## config.mk

```make
export PLATFORM = sky130hd
export DESIGN_NAME = ram_bus_arbiter
export DESIGN_NICKNAME = d
export VERILOG_FILES = /design/src/rtl/ram_bus_arbiter.sv
export SDC_FILE = /design/constraint.sdc
export NUM_CORES = 1
export LEC_CHECK = 0
export BUFFER_PORTS_ARGS = -buffer_cell sky130_fd_sc_hd__buf_2
export CORE_ASPECT_RATIO = 0.9
export CORE_UTILIZATION = 30
export DETAILED_ROUTE_END_ITERATION = 10
export PLACE_DENSITY = 0.66
export SLEW_MARGIN = 20
export SYNTH_ARGS = -nofsm -noshare
export SYNTH_HDL_FRONTEND = slang
export SYNTH_SLANG_ARGS = --single-unit
```

## constraint.sdc

```tcl
create_clock -name clk -period 5.45 [get_ports clk]
set_input_delay 1.09 -clock clk [delete_from_list [all_inputs] [get_ports clk]]
set_output_delay 1.09 -clock clk [all_outputs]
set_load 0.05 [all_outputs]
```

## src/rtl/ram_bus_arbiter.sv

```systemverilog
// Round-robin arbiter sharing one RAM controller port between NUM_REQ requesters,
// with an optional burst lock and a busy-handshake timeout.
module ram_bus_arbiter #(
  parameter int NUM_REQ        = 2,
  parameter int TIMEOUT_CYCLES = 255,
  parameter int TW             = 8
) (
  input  logic                 clk,
  input  logic                 rst,
  input  logic [NUM_REQ-1:0]   req,
  input  logic [NUM_REQ-1:0]   req_lock,
  input  logic [NUM_REQ*23-1:0] req_addr,
  input  logic [NUM_REQ*16-1:0] req_wdata,
  input  logic [NUM_REQ-1:0]   req_instr,
  output logic [NUM_REQ-1:0]   grant,
  output logic [NUM_REQ-1:0]   done,
  output logic [15:0]          rdata,
  output logic                 timeout_err,
  output logic [23:1]          ramBusAddr,
  output logic [15:0]          ramBusDataIn,
  output logic                 ramInstruction,
  output logic                 ramLatch,
  input  logic                 ramReady,
  input  logic [15:0]          ramBusDataOut
);

  localparam int IW = (NUM_REQ > 1) ? $clog2(NUM_REQ) : 1;

  typedef enum logic [1:0] {IDLE, ISSUE, WAIT_BUSY, WAIT_DONE} state_t;

  state_t          state_reg;
  logic [IW-1:0]   owner_reg;
  logic [IW-1:0]   rr_ptr_reg;
  logic [IW-1:0]   lock_owner_reg;
  logic            lock_valid_reg;
  logic [TW-1:0]   tmo_cnt_reg;

  logic [22:0]     addr_arr  [NUM_REQ];
  logic [15:0]     wdata_arr [NUM_REQ];

  generate
    for (genvar gi = 0; gi < NUM_REQ; gi++) begin : g_unpack
      assign addr_arr[gi]  = req_addr[23*gi +: 23];
      assign wdata_arr[gi] = req_wdata[16*gi +: 16];
    end
  endgenerate

  logic [IW-1:0] win_idx;
  logic          win_valid;

  // Scan from farthest to nearest so the requester closest after rr_ptr ends up winning.
  always_comb begin
    int idx;
    win_idx   = '0;
    win_valid = 1'b0;
    idx       = 0;
    if (lock_valid_reg && req[lock_owner_reg]) begin
      win_idx   = lock_owner_reg;
      win_valid = 1'b1;
    end else begin
      for (int k = NUM_REQ; k >= 1; k--) begin
        idx = int'(rr_ptr_reg) + k;
        if (idx >= NUM_REQ) idx = idx - NUM_REQ;
        if (req[IW'(idx)]) begin
          win_idx   = IW'(idx);
          win_valid = 1'b1;
        end
      end
    end
  end

  logic finish;
  logic timed_out;

  assign timed_out = (state_reg == WAIT_BUSY) && ramReady &&
                     (tmo_cnt_reg == TW'(TIMEOUT_CYCLES - 1));
  assign finish    = timed_out || ((state_reg == WAIT_DONE) && ramReady);

  always_ff @(posedge clk) begin
    if (rst) begin
      state_reg      <= IDLE;
      owner_reg      <= '0;
      rr_ptr_reg     <= IW'(NUM_REQ - 1);
      lock_owner_reg <= '0;
      lock_valid_reg <= 1'b0;
      tmo_cnt_reg    <= '0;
      grant          <= '0;
      done           <= '0;
      rdata          <= '0;
      timeout_err    <= 1'b0;
      ramBusAddr     <= '0;
      ramBusDataIn   <= '0;
      ramInstruction <= 1'b0;
      ramLatch       <= 1'b0;
    end else begin
      done        <= '0;
      timeout_err <= 1'b0;
      ramLatch    <= 1'b0;

      case (state_reg)
        IDLE: begin
          // The done cycle keeps grant visible to the owner; arbitration waits one cycle.
          if (|done) begin
            grant <= '0;
          end else begin
            if (lock_valid_reg && !req[lock_owner_reg]) lock_valid_reg <= 1'b0;
            if (ramReady && win_valid) begin
              owner_reg      <= win_idx;
              grant          <= NUM_REQ'(1) << win_idx;
              ramBusAddr     <= addr_arr[win_idx];
              ramBusDataIn   <= wdata_arr[win_idx];
              ramInstruction <= req_instr[win_idx];
              state_reg      <= ISSUE;
            end else begin
              grant <= '0;
            end
          end
        end
        ISSUE: begin
          ramLatch    <= 1'b1;
          tmo_cnt_reg <= '0;
          state_reg   <= WAIT_BUSY;
        end
        WAIT_BUSY: begin
          if (!ramReady)       state_reg   <= WAIT_DONE;
          else if (!timed_out) tmo_cnt_reg <= tmo_cnt_reg + TW'(1);
        end
        WAIT_DONE: begin
          if (ramReady) rdata <= ramBusDataOut;
        end
        default: state_reg <= IDLE;
      endcase

      if (finish) begin
        done           <= NUM_REQ'(1) << owner_reg;
        timeout_err    <= timed_out;
        rr_ptr_reg     <= owner_reg;
        lock_owner_reg <= owner_reg;
        lock_valid_reg <= req_lock[owner_reg];
        state_reg      <= IDLE;
      end
    end
  end

endmodule

```

## Word level (Yosys, flattened, before mapping)

Cells that the tools add are included.

- Reduce and logical (&&, ||, !) cells: 21
- $mul: 0
- Div/mod/pow operators: 0
- $add $sub $neg: 5
- Bitwise logic cells: 3
- Muxes and demuxes: 40
- Magnitude comparators: 8
- Equal/unequal tests: 10
- Shift-type cells: 2

Operators by type and width:

| cell | count |
|---|---|
| $mux 23 | 3 |
| $mux 16 | 3 |
| $mux 1 | 25 |
| $mux 8 | 2 |
| $pmux 8 s2 | 1 |
| $ne 2x2->1 const B | 6 |
| $mux 2 | 5 |
| $reduce_and 3->1 | 3 |
| $add 8x1->8 const B | 1 |
| $eq 8x8->1 const B | 1 |
| $logic_and 1x1->1 | 6 |
| $lt 1x2->1 const B | 3 |
| $lt 1x3->1 const B | 2 |
| $pmux 2 s3 | 1 |
| $reduce_bool 2->1 | 3 |
| $reduce_or 2->1 | 3 |
| $eq 2x2->1 const B | 2 |
| $ge 2x2->1 const B | 2 |
| $reduce_and 4->1 | 1 |
| $shl 1x1->2 const A | 2 |
| $add 1x2->3 const B | 1 |
| $ge 3x2->1 const B | 1 |
| $reduce_bool 3->1 | 1 |
| $add 1x1->2 const B | 1 |
| 8 further kinds | 10 |

- Bits in writable memories: 0
- Output and inout bits: 62
- Latch bits: 0
- Input port bits: 103
- Word-level logic and storage cells: 103
- Memories kept: 0
- Memory bits (read-only): 0
- Register bits: 76

## Logic depth before layout (Yosys ltp)

- Depth in word-level cells: 14
- Gate-level depth with buffers: 7
- Depth with buffers taken out: 6

## Worst setup path after synthesis

Ideal clock, no wire load.

- Kind: input to register
- From: in ramReady
- To: reg rr_ptr_reg
- Slack: 3.205 ns
- Data arrival time: 2.125 ns
- Library setup time: 0.120 ns
- Path buffers: 1
- Stages: 5
- Data required time: 5.330 ns
- Cell sequence: clkbuf_2 nand2_1 o31ai_2 nor2_1 a211o_1

- Longest elaborated chain between the ends: 3
- Elaborated cells between the ends (all ways): 4
- Those cells by class: reduce/logical (4)

Ends and longest elaborated chain:

| item | RTL line | text |
|---|---|---|
| start, declared | 23 | `input logic ramReady,` |
| $logic_and 1x1->1 (2 in a row) | 75 | `assign timed_out = (state_reg == WAIT_BUSY) && ramReady &&` |
| $logic_or 1x1->1 * | 77 | `assign finish = timed_out \|\| ((state_reg == WAIT_DONE) && ramReady);` |
| end signal, assigned | 83 | `rr_ptr_reg <= IW'(NUM_REQ - 1);` |
| end signal, assigned | 137 | `rr_ptr_reg <= owner_reg;` |
| end, declared | 33 | `logic [IW-1:0] rr_ptr_reg;` |

Mark *: on every way between the ends. The rest lies on a longest branch, timed or not.
A chain may end at the register's enable or synchronous reset.

## Worst setup path after layout

- From: in req[0]
- To: reg ramBusDataIn[3]

- Longest elaborated chain between the ends: 9
- Elaborated cells between the ends (all ways): 19
- Those cells by class: mux (15); bitwise (1); reduce/logical (3)

Ends and longest elaborated chain:

| item | RTL line | text |
|---|---|---|
| start, declared | 10 | `input logic [NUM_REQ-1:0] req,` |
| $mux 1 (not written as such) (2 in a row) | 64 | `if (req[IW'(idx)]) begin` |
| $mux 1 (2 in a row) | 64 |  |
| $mux 1 | 57 | `if (lock_valid_reg && req[lock_owner_reg]) begin` |
| $not 1->2 (not written as such) | 111 | `ramBusDataIn <= wdata_arr[win_idx];` |
| $mux 16 (not written as such) (3 in a row) | 111 |  |
| end signal, assigned | 111 |  |
| end, declared | 20 | `output logic [15:0] ramBusDataIn,` |

Parallel ways exist; a longest one is shown, timed or not. The select of a mux whose other input is x is not followed.

==> impl_metrics.ini <==
[logic_synthesis]
synth_compound_area_frac = 0.177
synthAdderAreaFrac = 0.0304
yosysSeqAreaShare = 0.462
synthTopCellsByArea = dfxtp_1 46%, mux2i_1 13%, a211oi_1 9.3%
ys_warn_count = 0
synthArstFlopShare = 0
synth_edf_count = 0
syn_avg_cell_area_um2 = 9.20
netlist_area_mm2 = 0.00329
mappedNetlistNets = 469
synth_top_family_by_area = compound AO/OA/AOI/OAI gates
synth_area_leader_cell = dfxtp_1
synthSimpleGateAreaFrac = 0.149
netlist.area_leader.share = 0.462
ys_types = 41
postSynthCellCount = 358
synthMuxAreaShare = 0.138
synth_flop_cell = dfxtp_1
synth.ff_latch_count = 76
synthXorXnorAreaFrac = 0.00266

[setup_path]
regToRegSetupSlack_ns = 3.26
cp_max_fo = 22
r2r_end = ramBusDataIn[3]$_SDFFE_PP0P_
start_kind = primary input
worst_ep_required_time_ns = 5.62
end_kind = flip-flop
r2r_start = rr_ptr_reg$_SDFFE_PP1P_
critPathKind = primary input to flip-flop
worst_r2r_path_depth = 5
cp.arrival_ns = 2.83

[place]
gp_congestion = 0.742
post-place-cells = 629
place_hpwl_um = 5930
io_buffers = 164
dpl_cell_area_mm2 = 0.00421

[cts]
path_clk_slew_ns = 0.06
post_cts.repair.setup_buffers = 0
clkLatencyLatePin_ns = 0.33
cts_tree = done
clk_path_buf_depth = 2
cts.sinks = 76
post_cts_resized = 0
cts-root-buf = clkbuf_16
htree_levels = 3
holdBufCountCts = 0
numCtsBuffers = 9

[floorplanning]
initial_core_util = 0.315
ios = 165
die_w_um = 112
die_area_mm2 = 0.0114
rows = 35
core_mm2 = 0.0105
die_y_um = 101

[outcome]
status = finished, final reports clean

[power_and_ir_drop]
p_int_w = 0.00123
switching_power_w = 0.000743
power_density_mw_per_mm2 = 437
pwr-share-clk = 0.320
seqPwrFrac = 0.347
static-leakage-power_nw = 1.90
power_switching_share = 0.376
p_comb_frac = 0.333
peakVddDrop_mv = 0.162

[cells_and_area]
top_register = ramBusAddr
multi_input_area_mm2 = 0.00165
drive_above_1_share = 0.366
syn_to_final_growth_pct = 37.3
design_area_mm2 = 0.00452
fill_cells = 1020
fin_nets = 622
layout_commonest_cell = buf_2
largest_register_ffs = 23
antennaDiodeCount = 0
final_cell_mix = 164 x buf_2, 76 x dfxtp_1, 46 x nor2_1
regArea_mm2 = 0.00152
instances_no_fill = 645
reg_top3 = ramBusAddr (23), ramBusDataIn (16), rdata (16)

[global_route]
grt_use_total = 0.144
grt_pass1_wl_um = 13100
grt_pass1_vias = 2882
grt_max_degree = 84
antenna_found_initial = 0
grt-ovfl-total = 0

[detailed_routing]
via_count = 3066
drt_iter0_markers = 92
post_drt_wl_per_cell_um = 12.7
drc = 0
drtPass1Iterations = 4
viasPerCell = 4.75
wl_um = 8190
ant_nets = 0

[worst_hold_path]
whs_endpoint = rdata[14]$_SDFFE_PP0P_
hp-start = rdata[14]$_SDFFE_PP0P_
hold_path_depth = 2
hold_class = flip-flop to flip-flop

[timing]
period_needed_ns = 2.66
setup-tns-final_ns = 0
rsz0062_at_grt = no
drv_slew = 0
hold_violations = 0
fin_crit_sh = 0.488
setup_viol = 0
slew_headroom = 0.419
fin_skew_ns = 0.00692
tightest_slew_ns = 0.869
timing.fmax_ghz = 0.376

[job]
max_cap_violations = 0
==> layer usage <==
metal | wire length [um] | share of wire | vias up | GRT usage
met2 | 4120 | 0.50 | 108 | 0.268
met4 | 26 | 0.0032 | 0 | 0.0462
met3 | 477 | 0.058 | 2 | 0.0395
li1 | - | - | 1575 | -
met1 | 3570 | 0.44 | 1381 | 0.162
met5 | 0 | 0 | - | 0
==> synth_stat cells (all sizes together), types with 2 or more instances <==
cell type	number
dfxtp	76
buf	8
mux2	2
nand2b	6
o31ai	3
a21oi	26
nand4	2
a211oi	41
o21ai	4
clkbuf	17
mux2i	43
nand2	40
or3	3
or4	2
inv	8
a2111oi	2
ha	8
a2bb2oi	2
nand3	3
nor2	46
==> area by class of cell <==
type                            instances  share of cell area
Sequential cell                        76               0.336
Multi-Input combinational cell        249               0.365
Clock inverter                          6              0.0196
Timing Repair Buffer                  167               0.186
Clock buffer                           10              0.0506
Inverter                                8             0.00664
Tap cell                              129              0.0357
==> through the flow <==
| stage | total power [W] | hold slack, ns | util | worst slack [ns] |
|---|---|---|---|---|
| 6_report | 0.00198 | 0.452 | 0.432 | 2.79 |
| 5_1_grt | 0.00209 | 0.468 | 0.432 | 2.62 |
| 4_1_cts | 0.00201 | 0.455 | 0.432 | 2.73 |
| 3_5_place_dp | 0.00136 | 0.447 | 0.402 | 2.39 |
| 3_3_place_gp | 0.00135 | 0.439 | 0.402 | 2.51 |
| 2_1_floorplan | 0.00120 | 0.466 | - | 3.21 |
==> critical path, cell delays in order <==
cell,delay (ns)
buf_2,0.09
nand2b_1,0.09
a2bb2oi_4,0.71
buf_4,0.48
mux2i_1,0.26
a211oi_1,0.09
==> kinds of logic after synthesis <==
group,Yosys count
DFF,76
adders and majority gates,8
and+or+nand+nor,110
AOI/OAI and AO/OA,85
muxes,45
buffers and inverters,33
xor gates and xnor gates,1
==> power groups by stage <==
stage               logic (W)  clock network, W  registers [W]
floorplan            0.000252                 0       0.000945
global placement     0.000652                 0       0.000694
detailed placement   0.000665                 0       0.000696
CTS                  0.000665          0.000655       0.000685
global route         0.000714          0.000682       0.000697
finish               0.000658          0.000632       0.000685
==> worst max-delay path by stage <==
stage,startpoint,endpoint
after detailed placement,req[0],ramBusDataIn[3]$_SDFFE_PP0P_
after global routing,req[0],ramBusDataIn[3]$_SDFFE_PP0P_
after CTS,req[0],ramBusDataIn[3]$_SDFFE_PP0P_
after global placement,req[0],ramBusDataIn[7]$_SDFFE_PP0P_
final,req[0],ramBusDataIn[3]$_SDFFE_PP0P_
after floorplan,ramReady,rr_ptr_reg$_SDFFE_PP1P_
Power figures use the tool's default switching activity.
